$ cat src/rtl/ctrl_botones_sched.sv
// ctrl_botones_sched: schedules button commands for the time-field edit FSM.
// Each single-cycle tick from the up/down/left/right edge detectors is latched
// as a pending request. Pending requests are granted round-robin, one at a
// time, over a valid/ready handshake. After every accepted command, cmd_valid
// stays low for a fixed idle gap.
//
// Ports:
//   clk        system clock, all logic on posedge
//   reset      synchronous active-high reset
//   tick_in    button ticks: [0]=up [1]=down [2]=left [3]=right
//   cmd_ready  consumer accepts the command this cycle
//   clr_drop   clears the sticky drop flags
//   cmd_valid  command available
//   cmd_code   index of the granted button
//   pend       registered pending request flags
//   drop       sticky flags: a tick arrived while that index was already pending
//   busy       scheduler is not idle
module ctrl_botones_sched #(
  parameter int unsigned GAP   = 3,
  parameter int unsigned CNT_W = 8
) (
  input  logic       clk,
  input  logic       reset,
  input  logic [3:0] tick_in,
  input  logic       cmd_ready,
  input  logic       clr_drop,
  output logic       cmd_valid,
  output logic [1:0] cmd_code,
  output logic [3:0] pend,
  output logic [3:0] drop,
  output logic       busy
);

  typedef enum logic [1:0] {StIdle, StIssue, StGap} state_e;

  localparam bit              GapIsZero = (GAP == 0);
  localparam logic [CNT_W-1:0] GapLoad  = GapIsZero ? '0 : CNT_W'(GAP - 1);

  state_e             state_q, state_d;
  logic [CNT_W-1:0]   cnt_q, cnt_d;
  logic [1:0]         last_q, last_d;
  logic [1:0]         code_q, code_d;
  logic               valid_q, valid_d;
  logic [3:0]         pend_q, pend_d;
  logic [3:0]         drop_q, drop_d;
  logic [3:0]         grant;
  logic [1:0]         winner;
  logic [1:0]         idx;

  // Round-robin search from last+1. Iterating from the farthest offset down
  // means the nearest set bit is the final assignment.
  always_comb begin
    winner = last_q;
    idx    = last_q;
    for (int k = 4; k >= 1; k--) begin
      idx = last_q + 2'(k);
      if (pend_q[idx]) winner = idx;
    end
  end

  always_comb begin
    state_d = state_q;
    cnt_d   = cnt_q;
    last_d  = last_q;
    code_d  = code_q;
    valid_d = valid_q;
    grant   = 4'b0000;

    unique case (state_q)
      StIdle: begin
        // Only registered pend takes part; same-cycle ticks wait for next round.
        if (|pend_q) begin
          grant[winner] = 1'b1;
          code_d        = winner;
          last_d        = winner;
          valid_d       = 1'b1;
          state_d       = StIssue;
        end
      end
      StIssue: begin
        if (cmd_ready) begin
          valid_d = 1'b0;
          if (GapIsZero) begin
            state_d = StIdle;
          end else begin
            cnt_d   = GapLoad;
            state_d = StGap;
          end
        end
      end
      StGap: begin
        if (cnt_q == '0) state_d = StIdle;
        else             cnt_d   = cnt_q - 1'b1;
      end
      default: state_d = StIdle;
    endcase

    // A tick on the grant edge of the same index re-arms the request.
    pend_d = tick_in | (pend_q & ~grant);
    // A new drop event wins over a simultaneous clear.
    drop_d = (clr_drop ? 4'b0000 : drop_q) | (tick_in & pend_q & ~grant);
  end

  always_ff @(posedge clk) begin
    if (reset) begin
      state_q <= StIdle;
      cnt_q   <= '0;
      last_q  <= 2'd3;
      code_q  <= 2'd0;
      valid_q <= 1'b0;
      pend_q  <= 4'b0000;
      drop_q  <= 4'b0000;
    end else begin
      state_q <= state_d;
      cnt_q   <= cnt_d;
      last_q  <= last_d;
      code_q  <= code_d;
      valid_q <= valid_d;
      pend_q  <= pend_d;
      drop_q  <= drop_d;
    end
  end

  assign cmd_valid = valid_q;
  assign cmd_code  = code_q;
  assign pend      = pend_q;
  assign drop      = drop_q;
  assign busy      = (state_q != StIdle);

endmodule
$ cat config.mk
export PLATFORM = sky130hd
export DESIGN_NAME = ctrl_botones_sched
export DESIGN_NICKNAME = d
export VERILOG_FILES = /design/src/rtl/ctrl_botones_sched.sv
export SDC_FILE = /design/constraint.sdc
export NUM_CORES = 1
export LEC_CHECK = 0
export BUFFER_PORTS_ARGS = -buffer_cell sky130_fd_sc_hd__buf_2
export CAP_MARGIN = 0
export CORE_ASPECT_RATIO = 1.25
export CORE_MARGIN = 2
export CORE_UTILIZATION = 52
export CTS_CLUSTER_SIZE = 16
export DETAILED_ROUTE_END_ITERATION = 7
export PLACE_DENSITY_LB_ADDON = 0.25
export SETUP_SLACK_MARGIN = 0.05
export SYNTH_ARGS = -nofsm -noshare
export SYNTH_HDL_FRONTEND = slang
export SYNTH_SLANG_ARGS = --single-unit
export TNS_END_PERCENT = 5
$ cat constraint.sdc
create_clock -name clk -period 1.8 [get_ports clk]
set_clock_uncertainty 0.15 [all_clocks]
set_input_delay 0 -clock clk [delete_from_list [all_inputs] [get_ports clk]]
set_output_delay 0 -clock clk [all_outputs]
set_load 0.005 [all_outputs]
**Word-level counts from Yosys, hierarchy flattened**

Cells that the tools add are included.

- Bits of input ports: 8
- Flip-flop bits (word level): 23
- Output and inout port bits: 12
- Logic and storage cells: 63

- $lt $le $gt $ge: 5
- Mux-type cells: 24
- Add/subtract/negate cells: 4
- Reduce and logical (&&, ||, !) cells: 11
- Equal/unequal tests: 6
- Bitwise gates (word level): 6

Operator list:

| cell | number |
|---|---|
| $mux W8 | 2 |
| $pmux W8 S2 | 1 |
| $and A4 B4 Y4 | 3 |
| $lt A2 B3 Y1 const B | 4 |
| $mux W2 | 6 |
| $mux W4 | 3 |
| $reduce_and A3 Y1 | 3 |
| $logic_not A8 Y1 | 1 |
| $ne A2 B2 Y1 const B | 4 |
| $or A4 B4 Y4 | 2 |
| $sub A8 B1 Y8 const B | 1 |
| $bmux W1 S2 | 3 |
| $mux W1 | 6 |
| $pmux W2 S3 | 1 |
| $reduce_bool A2 Y1 | 3 |
| $add A2 B2 Y2 const B | 2 |
| $not A4 Y4 | 1 |
| $reduce_or A4 Y1 | 1 |
| $add A2 B1 Y2 const B | 1 |
| $demux W1 S2 | 1 |
| $eq A2 B1 Y1 const B | 1 |
| $eq A2 B2 Y1 const B | 1 |
| $ge A2 B1 Y1 const B | 1 |
| $logic_not A2 Y1 | 1 |
| 3 further kinds | 3 |

**Depth between registers and ports, before layout**

Gate-level depths: netlist (run 1).

- Depth in word-level cells: 15
- Gate-level depth with buffers: 7
- Gate-level depth less buffers: 7

**Least setup slack after synthesis (run 1)**

No wires, ideal clock.

- Path type: register to register
- From: reg cnt_q[4]
- To: reg cnt_q[1]
- Setup slack: 200 ps
- Period minus slack after synthesis: 1600 ps
- Stages on the path, launching flop included: 6
- Required time: 1518 ps
- Arrival: 1318 ps
- Buffers on the path: 0
- Library setup time: 132 ps
- Cells stage by stage: dfxtp_1 or3_4 nor4_4 nor2_1 nor3_1 a211oi_1

- Cells in the longest elaborated chain, start to end: 3

RTL lines:

| item | line | text |
|---|---|---|
| start: declaration | 40 | `logic [CNT_W-1:0] cnt_q, cnt_d;` |
| start signal: assignment | 115 | `cnt_q <= cnt_d;` |
| $logic_not A8 Y1 | 92 | `if (cnt_q == '0) state_d = StIdle;` |
| $ne A2 B2 Y1 (no line) | -- |  |
| $reduce_and A3 Y1 (no line) | -- |  |

No other way between the ends.
A chain may end at the register's enable or synchronous reset.

**Final worst setup path (run 1)**

- From: reg cnt_q[2]
- To: reg cnt_q[1]

Same word-level chain as after synthesis.

==> results.py, run 1 <==
metrics = {
    "power": {
        "power.clock.fraction_pct": 19.3,
        "fin_total_pwr_uw": 1190,
        "p_leak_uw": 0.000544,
        "powerDensity_nw_per_um2": 912,
        "power.internal_uw": 824,
        "p_sw_share_pct": 31.0,
        "irDropWorstVdd_mv": 0.610,
        "p_seq_share_pct": 52.4,
        "p_comb_share_pct": 28.3,
        "p_sw_uw": 369,
    },
    "final_layout": {
        "layout.nets": 162,
        "drive_above_1_share_pct": 26.5,
        "fin_area_um2": 1310,
        "antennaDiodeCount": 0,
        "fill_cells": 182,
        "multi_input_area_um2": 594,
        "seqCellArea_um2": 464,
        "syn2layout_area_growth_pct": 25.7,
        "fin_util_pct": 67.6,
    },
    "synth": {
        "synth_compound_area_share_pct": 17.5,
        "muxShareOfSynthArea_pct": 1.92,
        "synth_area_leaders": "dfxtp_1, nor2_1, nand2b_1",
        "synth_top_area_share_pct": 44.2,
        "synth_seq_cells": 23,
        "synth_fp_nets": 133,
        "synth_top_family_by_area": "simple AND/OR/NAND/NOR gates",
        "ys_async_sr_fraction_pct": 0,
        "yosysSeqAreaShare_pct": 44.2,
        "synth_commonest_cells": "dfxtp_1, nor2_1, o21ai_0",
        "yosys_warnings": 0,
        "yosys.cell_count.top_type": "dfxtp_1",
        "syn_area_um2": 1040,
        "synth_edf_count": 0,
        "yosysTopAreaCell": "dfxtp_1",
        "yosysUniqueCellTypes": 28,
        "synth_flop_cell": "dfxtp_1",
        "synth-adder-area-share_pct": 2.40,
        "avgSynthCellArea_um2": 8.46,
        "synth_xor_area_share_pct": 1.68,
        "synth-simple-area-share_pct": 28.6,
        "syn_inst": 123,
    },
    "clocking": {
        "clk_pin_slew_worst_paths_ns": 0.12,
        "root_buffer": "clkbuf_4",
        "h-tree-depth": 1,
        "clock-sinks": 23,
        "cts_tree": "yes",
        "clk_latency_ns": 0.30,
        "cts_max_path_buffers": 2,
        "postCtsSetupBuffers": 0,
        "cts_buffers": 3,
    },
    "grt": {
        "grt_max_degree": 20,
        "first_global_vias": 836,
        "grtUsageTotal_pct": 18.3,
        "grt_antenna_before_repair": 0,
        "grt-ovfl-total": 0,
        "grt_pass1_wl_um": 3290,
    },
    "timing": {
        "setup_slack_ns": 0.0633,
        "rsz0062_at_grt": "true",
        "period_needed_ns": 1.74,
        "finalCritPeriodShare_pct": 96.5,
        "fmax_mhz": 576,
        "finalSetupTns_ns": 0,
        "worstMarginPinSlew_ns": 0.450,
        "setup_viol": 0,
        "slew_headroom_pct": 69.8,
        "timing.final.hold_violations": 0,
        "drv_slew": 0,
    },
    "floorplanning": {
        "dieArea_um2": 2380,
        "die_x_um": 44.0,
        "die_h_um": 54.0,
        "pin_count": 20,
        "start_util_pct": 53.7,
        "core-area_um2": 1940,
        "rows": 18,
    },
    "critical_path": {
        "critPathCaptureType": "flop",
        "cp-startpoint": "cnt_q[2]$_SDFFE_PP0P_",
        "reg2reg_slack_ns": 0.06,
        "crit_type": "flop to flop",
        "start_kind": "flop",
        "cp_max_fo": 5,
        "rr_startpoint": "cnt_q[2]$_SDFFE_PP0P_",
        "crit_arrival_ns": 1.78,
        "timing.rr.end": "cnt_q[1]$_SDFFE_PP0P_",
        "rr_worst_depth": 5,
        "required_ns": 1.84,
        "crit_end": "cnt_q[1]$_SDFFE_PP0P_",
    },
    "run": {
        "max-cap-violations": 0,
    },
    "placed_design": {
        "port_buffers": 19,
        "hpwl_um": 1480,
        "place_congestion": 0.766,
        "dp_slack_ns": 0.0612,
        "placed_area_um2": 1160,
    },
    "detailed_routing": {
        "drt_first_pass_iters": 6,
        "remaining_drc_errors": 0,
        "vias": 938,
        "wirelength_um": 2130,
        "wl_per_cell_um": 12.5,
        "via_per_inst": 5.49,
        "drtIter0Drc": 13,
        "postRouteAntennaNets": 0,
    },
    "run_status": {
        "outcome": "finished clean",
    },
    "worst_hold_path": {
        "min_path_type": "flop to flop",
    },
}
## worst min-delay path by stage
stage | start | to | slack [ns] | depth (start not counted)
detailed placement | tick_in[1] | drop[1]$_SDFF_PP0_ | 0.13 | 3
global placement | tick_in[0] | drop[0]$_SDFF_PP0_ | 0.12 | 3
CTS | cmd_code[1]$_SDFFE_PP0P_ | cmd_code[1]$_SDFFE_PP0P_ | 0.32 | 2
floorplan | tick_in[0] | drop[0]$_SDFF_PP0_ | 0.01 | 2
finish | cmd_code[1]$_SDFFE_PP0P_ | cmd_code[1]$_SDFFE_PP0P_ | 0.31 | 2
global route | cmd_code[1]$_SDFFE_PP0P_ | cmd_code[1]$_SDFFE_PP0P_ | 0.33 | 2
## power groups by stage
stage	clock network (µW)	registers [µW]	logic (µW)
final	231	625	337
after global routing	263	632	377
after CTS	242	620	313
after detailed placement	0	631	300
after global placement	0	628	297
after floorplan	0	625	205
## cells by family (layout without fill, tap and decap cells)
logic type,Yosys count,after routing
and+or+nand+nor,54,54
AOI/OAI and AO/OA,30,30
DFF,23,23
buffers and inverters,10,38
adders and majority gates,2,2
xor gates and xnor gates,2,2
muxes,2,2
## final cells by class
class	count	area share (%)
Clock buffer	4	2.01
Inverter	7	2.01
Multi-Input combinational cell	90	45.4
Sequential cell	23	35.5
Tap cell	20	1.91
Timing Repair Buffer	27	13.2
## sequential cells by signal, indices dropped and copies added (netlist names)
signal / flops
state_q: 2
cnt_q: 8
cmd_valid: 1
cmd_code: 2
drop: 4
last_q: 2
pend: 4
## critical path, cell delays in order, from the launching register on
cell and delay, ns:
dfxtp_1 0.38, or3_4 0.42, nor4_4 0.35, nor2_4 0.11
nor3_2 0.15, a211oi_1 0.07
## per-stage QoR
stage	instances	hold slack (ns)
floorplan	123	0.0113
global placement	160	0.125
detailed placement	160	0.129
CTS	171	0.318
global route	171	0.332
finish	171	0.312
## repair_timing
action	CTS	global route
hold buffers	7	0
endpoints found under the setup margin	0	11
hold endpoints to repair	16	0
gates resized for setup	0	13
## cells in the final DEF, fill, tap and decap left out, types with 2 or more instances in the layout
cell,netlist,final
a211oi_1,2,2
a21o_1,3,3
a21oi_1,7,7
buf_2,0,19
clkbuf_4,0,3
dfxtp_1,23,20
dfxtp_2,0,3
dlygate4sd3_1,0,7
inv_1,7,7
mux2i_1,2,2
nand2_1,8,8
nand2b_1,8,6
nand2b_4,0,2
nor2_1,17,16
nor2b_1,5,5
nor3_1,4,2
nor3_2,0,2
o21ai_0,10,9
o22ai_1,2,2
o31ai_1,3,3
or2_2,3,3
or3_4,2,2
xnor2_1,2,2
## per-layer routing
layer  wire length [µm]  global-route usage (%)  part of all wire (%)  vias up
met5                  0                       0                     0        -
met4                 24                    7.58                   1.1        0
met3                 43                    2.01                   2.0        4
met2               1140                    32.8                    53       16
met1                926                    21.9                    43      439
li1                   -                       -                     -      479
No activity file was read; power rests on OpenSTA's default activity.
==> run 2, diff against run 1 <==
- MAX_ROUTING_LAYER: not set -> met4
- REMOVE_ABC_BUFFERS: not set -> 1
==> results.py, run 2 (synthesis gave the netlist of run 1 again) <==
metrics = {
    "run_status": {
        "outcome": "finished clean",
    },
    "placed_design": {
        "place_congestion": 0.821,
        "port_buffers": 19,
        "place_inst": 161,
        "dp_slack_ns": 0.0766,
        "hpwl_um": 1530,
        "placed_area_um2": 1160,
    },
    "final_layout": {
        "layout.nets": 164,
        "syn2layout_area_growth_pct": 24.3,
        "largest_reg_flops": 8,
        "final_cell_mix": "dfxtp_1, buf_2, nor2_1",
        "antennaDiodeCount": 0,
        "fin_util_pct": 66.8,
        "regMostFlops": "cnt_q",
        "drive_above_1_share_pct": 25.5,
        "final_cells": 173,
        "fin_area_um2": 1290,
        "final_common_cell": "dfxtp_1",
    },
    "power": {
        "powerDensity_nw_per_um2": 922,
        "irDropWorstVdd_mv": 0.692,
        "p_leak_uw": 0.000547,
    },
    "timing": {
        "worstMarginPinSlew_ns": 0.334,
        "period_needed_ns": 1.75,
        "setup_slack_ns": 0.0529,
        "slew_headroom_pct": 77.6,
        "drv_slew": 0,
        "holdWs_ns": 0.311,
        "timing.final.hold_violations": 0,
        "finalCritPeriodShare_pct": 97.1,
        "rsz0062_at_grt": "true",
        "fmax_mhz": 572,
        "setup_viol": 0,
    },
    "clocking": {
        "cts_buffers": 3,
        "clk_pin_slew_worst_paths_ns": 0.12,
        "cts_max_path_buffers": 2,
        "clock-sinks": 23,
        "root_buffer": "clkbuf_4",
        "h-tree-depth": 1,
        "clk_latency_ns": 0.30,
        "cts_tree": "yes",
    },
    "critical_path": {
        "required_ns": 1.86,
        "crit_type": "flop to flop",
        "start_kind": "flop",
        "crit_arrival_ns": 1.81,
        "cp_max_fo": 5,
        "critPathCaptureType": "flop",
    },
    "floorplanning": {
        "dieArea_um2": 2380,
        "start_util_pct": 53.7,
        "die_h_um": 54.0,
        "core-area_um2": 1940,
        "pin_count": 20,
        "die_x_um": 44.0,
        "rows": 18,
    },
    "grt": {
        "grt_max_degree": 20,
        "grtUsageTotal_pct": 20.8,
        "grt_antenna_before_repair": 0,
        "first_global_vias": 855,
        "grt-ovfl-total": 0,
        "grt_pass1_wl_um": 3520,
    },
    "detailed_routing": {
        "drtIter0Drc": 12,
        "via_per_inst": 5.36,
        "wl_per_cell_um": 12.3,
        "drt_first_pass_iters": 4,
        "postRouteAntennaNets": 0,
        "remaining_drc_errors": 0,
        "wirelength_um": 2120,
        "vias": 928,
    },
    "worst_hold_path": {
        "min_path_type": "flop to flop",
    },
    "run": {
        "max-cap-violations": 0,
    },
}
==> run 2: cell type report <==
| type | count | area, µm² |
|---|---|---|
| multi-input cells | 90 | 564 |
| clock buffers | 4 | 26.3 |
| fillers | 167 | 643 |
| repair buffers | 29 | 188 |
| flip-flops and latches | 23 | 464 |
| inverters | 7 | 26.3 |
| well taps | 20 | 25.0 |
==> run 2: where the power goes <==
group | internal, µW | switching [µW] | leakage (µW)
Sequential | 569 | 50.7 | 0.000191
Clock | 86.5 | 146 | 0.0000150
Combinational | 172 | 168 | 0.000342
==> run 2: metrics by stage <==
stage / power, µW / setup TNS, ns
floorplan: 824 / 0
global placement: 932 / 0
detailed placement: 940 / 0
CTS: 1190 / 0
global route: 1280 / -0.0698
finish: 1190 / 0
==> run 2: timing repair <==
item | CTS | global route
resized for setup | 0 | 9
endpoints found under the hold margin | 16 | 0
hold buffers | 7 | 0
endpoints found under the setup margin | 1 | 9
buffers inserted | 0 | 1
pin swaps | 1 | 1
==> run 2: routing by layer <==
metal | GRT usage (%) | routed length (µm) | share of wire [%]
met1 | 21.7 | 885 | 42
met3 | 2.01 | 53 | 2.5
met4 | 11.6 | 36 | 1.7
met5 | - | 0 | 0
met2 | 38.0 | 1150 | 54
==> run 2: final timing paths <==
path / startpoint / endpoint / slack, ns / cells past startpoint
worst max-delay path: cnt_q[2]$_SDFFE_PP0P_ / cnt_q[4]$_SDFFE_PP0P_ / 0.05 / 6
worst min-delay path: drop[0]$_SDFF_PP0_ / drop[0]$_SDFF_PP0_ / 0.31 / 2
worst max register to register: cnt_q[2]$_SDFFE_PP0P_ / cnt_q[4]$_SDFFE_PP0P_ / 0.05 / 6
worst min register to register: drop[0]$_SDFF_PP0_ / drop[0]$_SDFF_PP0_ / 0.31 / 2
==> run 2: critical path, stage by stage (launching register included) <==
cell	delay, ns
dfxtp_2	0.36
or3_4	0.40
nor4_4	0.32
buf_4	0.18
nor4_2	0.04
xnor2_1	0.14
nor2_1	0.05
==> run 3, diff against run 2 <==
- SETUP_SLACK_MARGIN: 0.05 -> 0.15
==> results.py, run 3 (synthesis gave the netlist of run 1 again) <==
metrics = {
    "timing": {
        "fmax_mhz": 568,
        "worstMarginPinSlew_ns": 0.398,
        "timing.final.hold_violations": 0,
        "finalCritPeriodShare_pct": 97.8,
        "rsz0062_at_grt": "true",
        "slew_headroom_pct": 73.3,
        "setup_viol": 0,
        "finalSetupTns_ns": 0,
        "drv_slew": 0,
        "period_needed_ns": 1.76,
    },
    "final_layout": {
        "largest_reg_flops": 8,
        "drive_above_1_share_pct": 34.6,
        "fin_util_pct": 69.7,
        "antennaDiodeCount": 0,
        "syn2layout_area_growth_pct": 29.7,
        "fill_cells": 154,
        "regMostFlops": "cnt_q",
        "final_cell_mix": "buf_2, nor2_1, dfxtp_1",
        "final_common_cell": "buf_2",
        "layout.nets": 164,
    },
    "grt": {
        "grt_pass1_wl_um": 3550,
        "grt_max_degree": 20,
        "grt-ovfl-total": 0,
        "grt_antenna_before_repair": 0,
        "first_global_vias": 859,
        "grtUsageTotal_pct": 21.0,
    },
    "critical_path": {
        "required_ns": 1.90,
        "timing.rr.end": "cnt_q[5]$_SDFFE_PP0P_",
        "rr_startpoint": "state_q[0]$_SDFFE_PP0P_",
        "rr_worst_depth": 4,
        "crit_type": "flop to flop",
        "start_kind": "flop",
        "reg2reg_slack_ns": 0.04,
        "cp_max_fo": 4,
        "critPathCaptureType": "flop",
        "crit_arrival_ns": 1.86,
        "crit_path_max_incr_delay_ns": 0.50,
        "crit_chain": "nand2b_4 > or3_4 > or4_1 > a21oi_1",
        "critPathSlowestCell": "or4_1",
    },
    "clocking": {
        "root_buffer": "clkbuf_4",
        "cts_tree": "yes",
        "clk_latency_ns": 0.31,
        "clock-sinks": 23,
        "h-tree-depth": 1,
        "cts_max_path_buffers": 2,
        "clk_pin_slew_worst_paths_ns": 0.12,
        "cts_buffers": 3,
    },
    "run_status": {
        "outcome": "finished clean",
    },
    "placed_design": {
        "place_congestion": 0.821,
        "port_buffers": 19,
        "hpwl_um": 1530,
    },
    "worst_hold_path": {
        "holdPathStages": 2,
        "min_path_type": "flop to flop",
        "min_to": "drop[0]$_SDFF_PP0_",
        "hold_path_startpoint": "drop[0]$_SDFF_PP0_",
    },
    "power": {
        "p_leak_uw": 0.000573,
        "powerDensity_nw_per_um2": 926,
        "fin_total_pwr_uw": 1250,
        "irDropWorstVdd_mv": 0.718,
    },
    "detailed_routing": {
        "wl_per_cell_um": 13.0,
        "via_per_inst": 5.51,
        "postRouteAntennaNets": 0,
        "vias": 954,
        "drtIter0Drc": 14,
        "wirelength_um": 2250,
        "remaining_drc_errors": 0,
        "drt_first_pass_iters": 4,
    },
    "floorplanning": {
        "core-area_um2": 1940,
        "dieArea_um2": 2380,
        "rows": 18,
        "start_util_pct": 53.7,
        "pin_count": 20,
        "die_x_um": 44.0,
        "die_h_um": 54.0,
    },
    "run": {
        "max-cap-violations": 0,
    },
}
## run 3: final cells by class
class                      count  area, µm²  area share (%)
multi-input combinational     90        613            45.4
inverter                       7       26.3            1.95
timing repair buffer          29        188            13.9
tap                           20       25.0            1.85
sequential                    23        472            34.9
clock buffer                   4       26.3            1.95
## run 3: where the power goes
group | switching, µW | internal, µW
combinational | 193 | 193
clock | 150 | 86.5
sequential | 53.8 | 574
## run 3: worst max path at each step
stage	start	to	slack, ns	cells past startpoint
final	state_q[0]$_SDFFE_PP0P_	cnt_q[5]$_SDFFE_PP0P_	0.04	4
after global routing	cnt_q[4]$_SDFFE_PP0P_	cnt_q[1]$_SDFFE_PP0P_	-0.03	5
after CTS	cnt_q[0]$_SDFFE_PP0P_	cnt_q[1]$_SDFFE_PP0P_	0.13	6
after detailed placement	cnt_q[2]$_SDFFE_PP0P_	cnt_q[1]$_SDFFE_PP0P_	0.08	5
after global placement	state_q[1]$_SDFFE_PP0P_	cnt_q[5]$_SDFFE_PP0P_	0.13	4
after floorplan	cnt_q[4]$_SDFFE_PP0P_	cnt_q[1]$_SDFFE_PP0P_	0.20	5
## run 3: timing repair
action / 4_1_cts / 5_1_grt
resized for setup: 5 / 21
hold buffers: 7 / 0
setup endpoints to repair: 8 / 15
buffers inserted: 1 / 0
hold endpoints to repair: 16 / 0
pin swaps: 1 / 6
## run 3: worst max-delay path: cells and delay by family (launching register included)
family	cells	cell delay (ns)
flip-flops	1	0.35
AO/OA/AOI/OAI	1	0.15
AND/OR/NAND/NOR	3	1.06
## run 3: per-stage QoR
stage                     worst slack [ns]  hold slack (ns)  instance area [µm²]  std cells
after floorplan                      0.202          -0.0809                 1030        120
after global routing               -0.0345            0.336                 1350        173
after CTS                            0.129            0.320                 1280        173
after global placement               0.132            0.123                 1160        161
after detailed placement            0.0766            0.133                 1160        161
final                               0.0401            0.313                 1350        173
## run 3: routing by layer
layer,vias to the layer above,track usage [%],routed length [µm]
li1,482,-,-
met5,-,-,0
met4,0,11.6,39
met2,18,38.2,1220
met3,6,2.01,58
met1,448,22.1,927
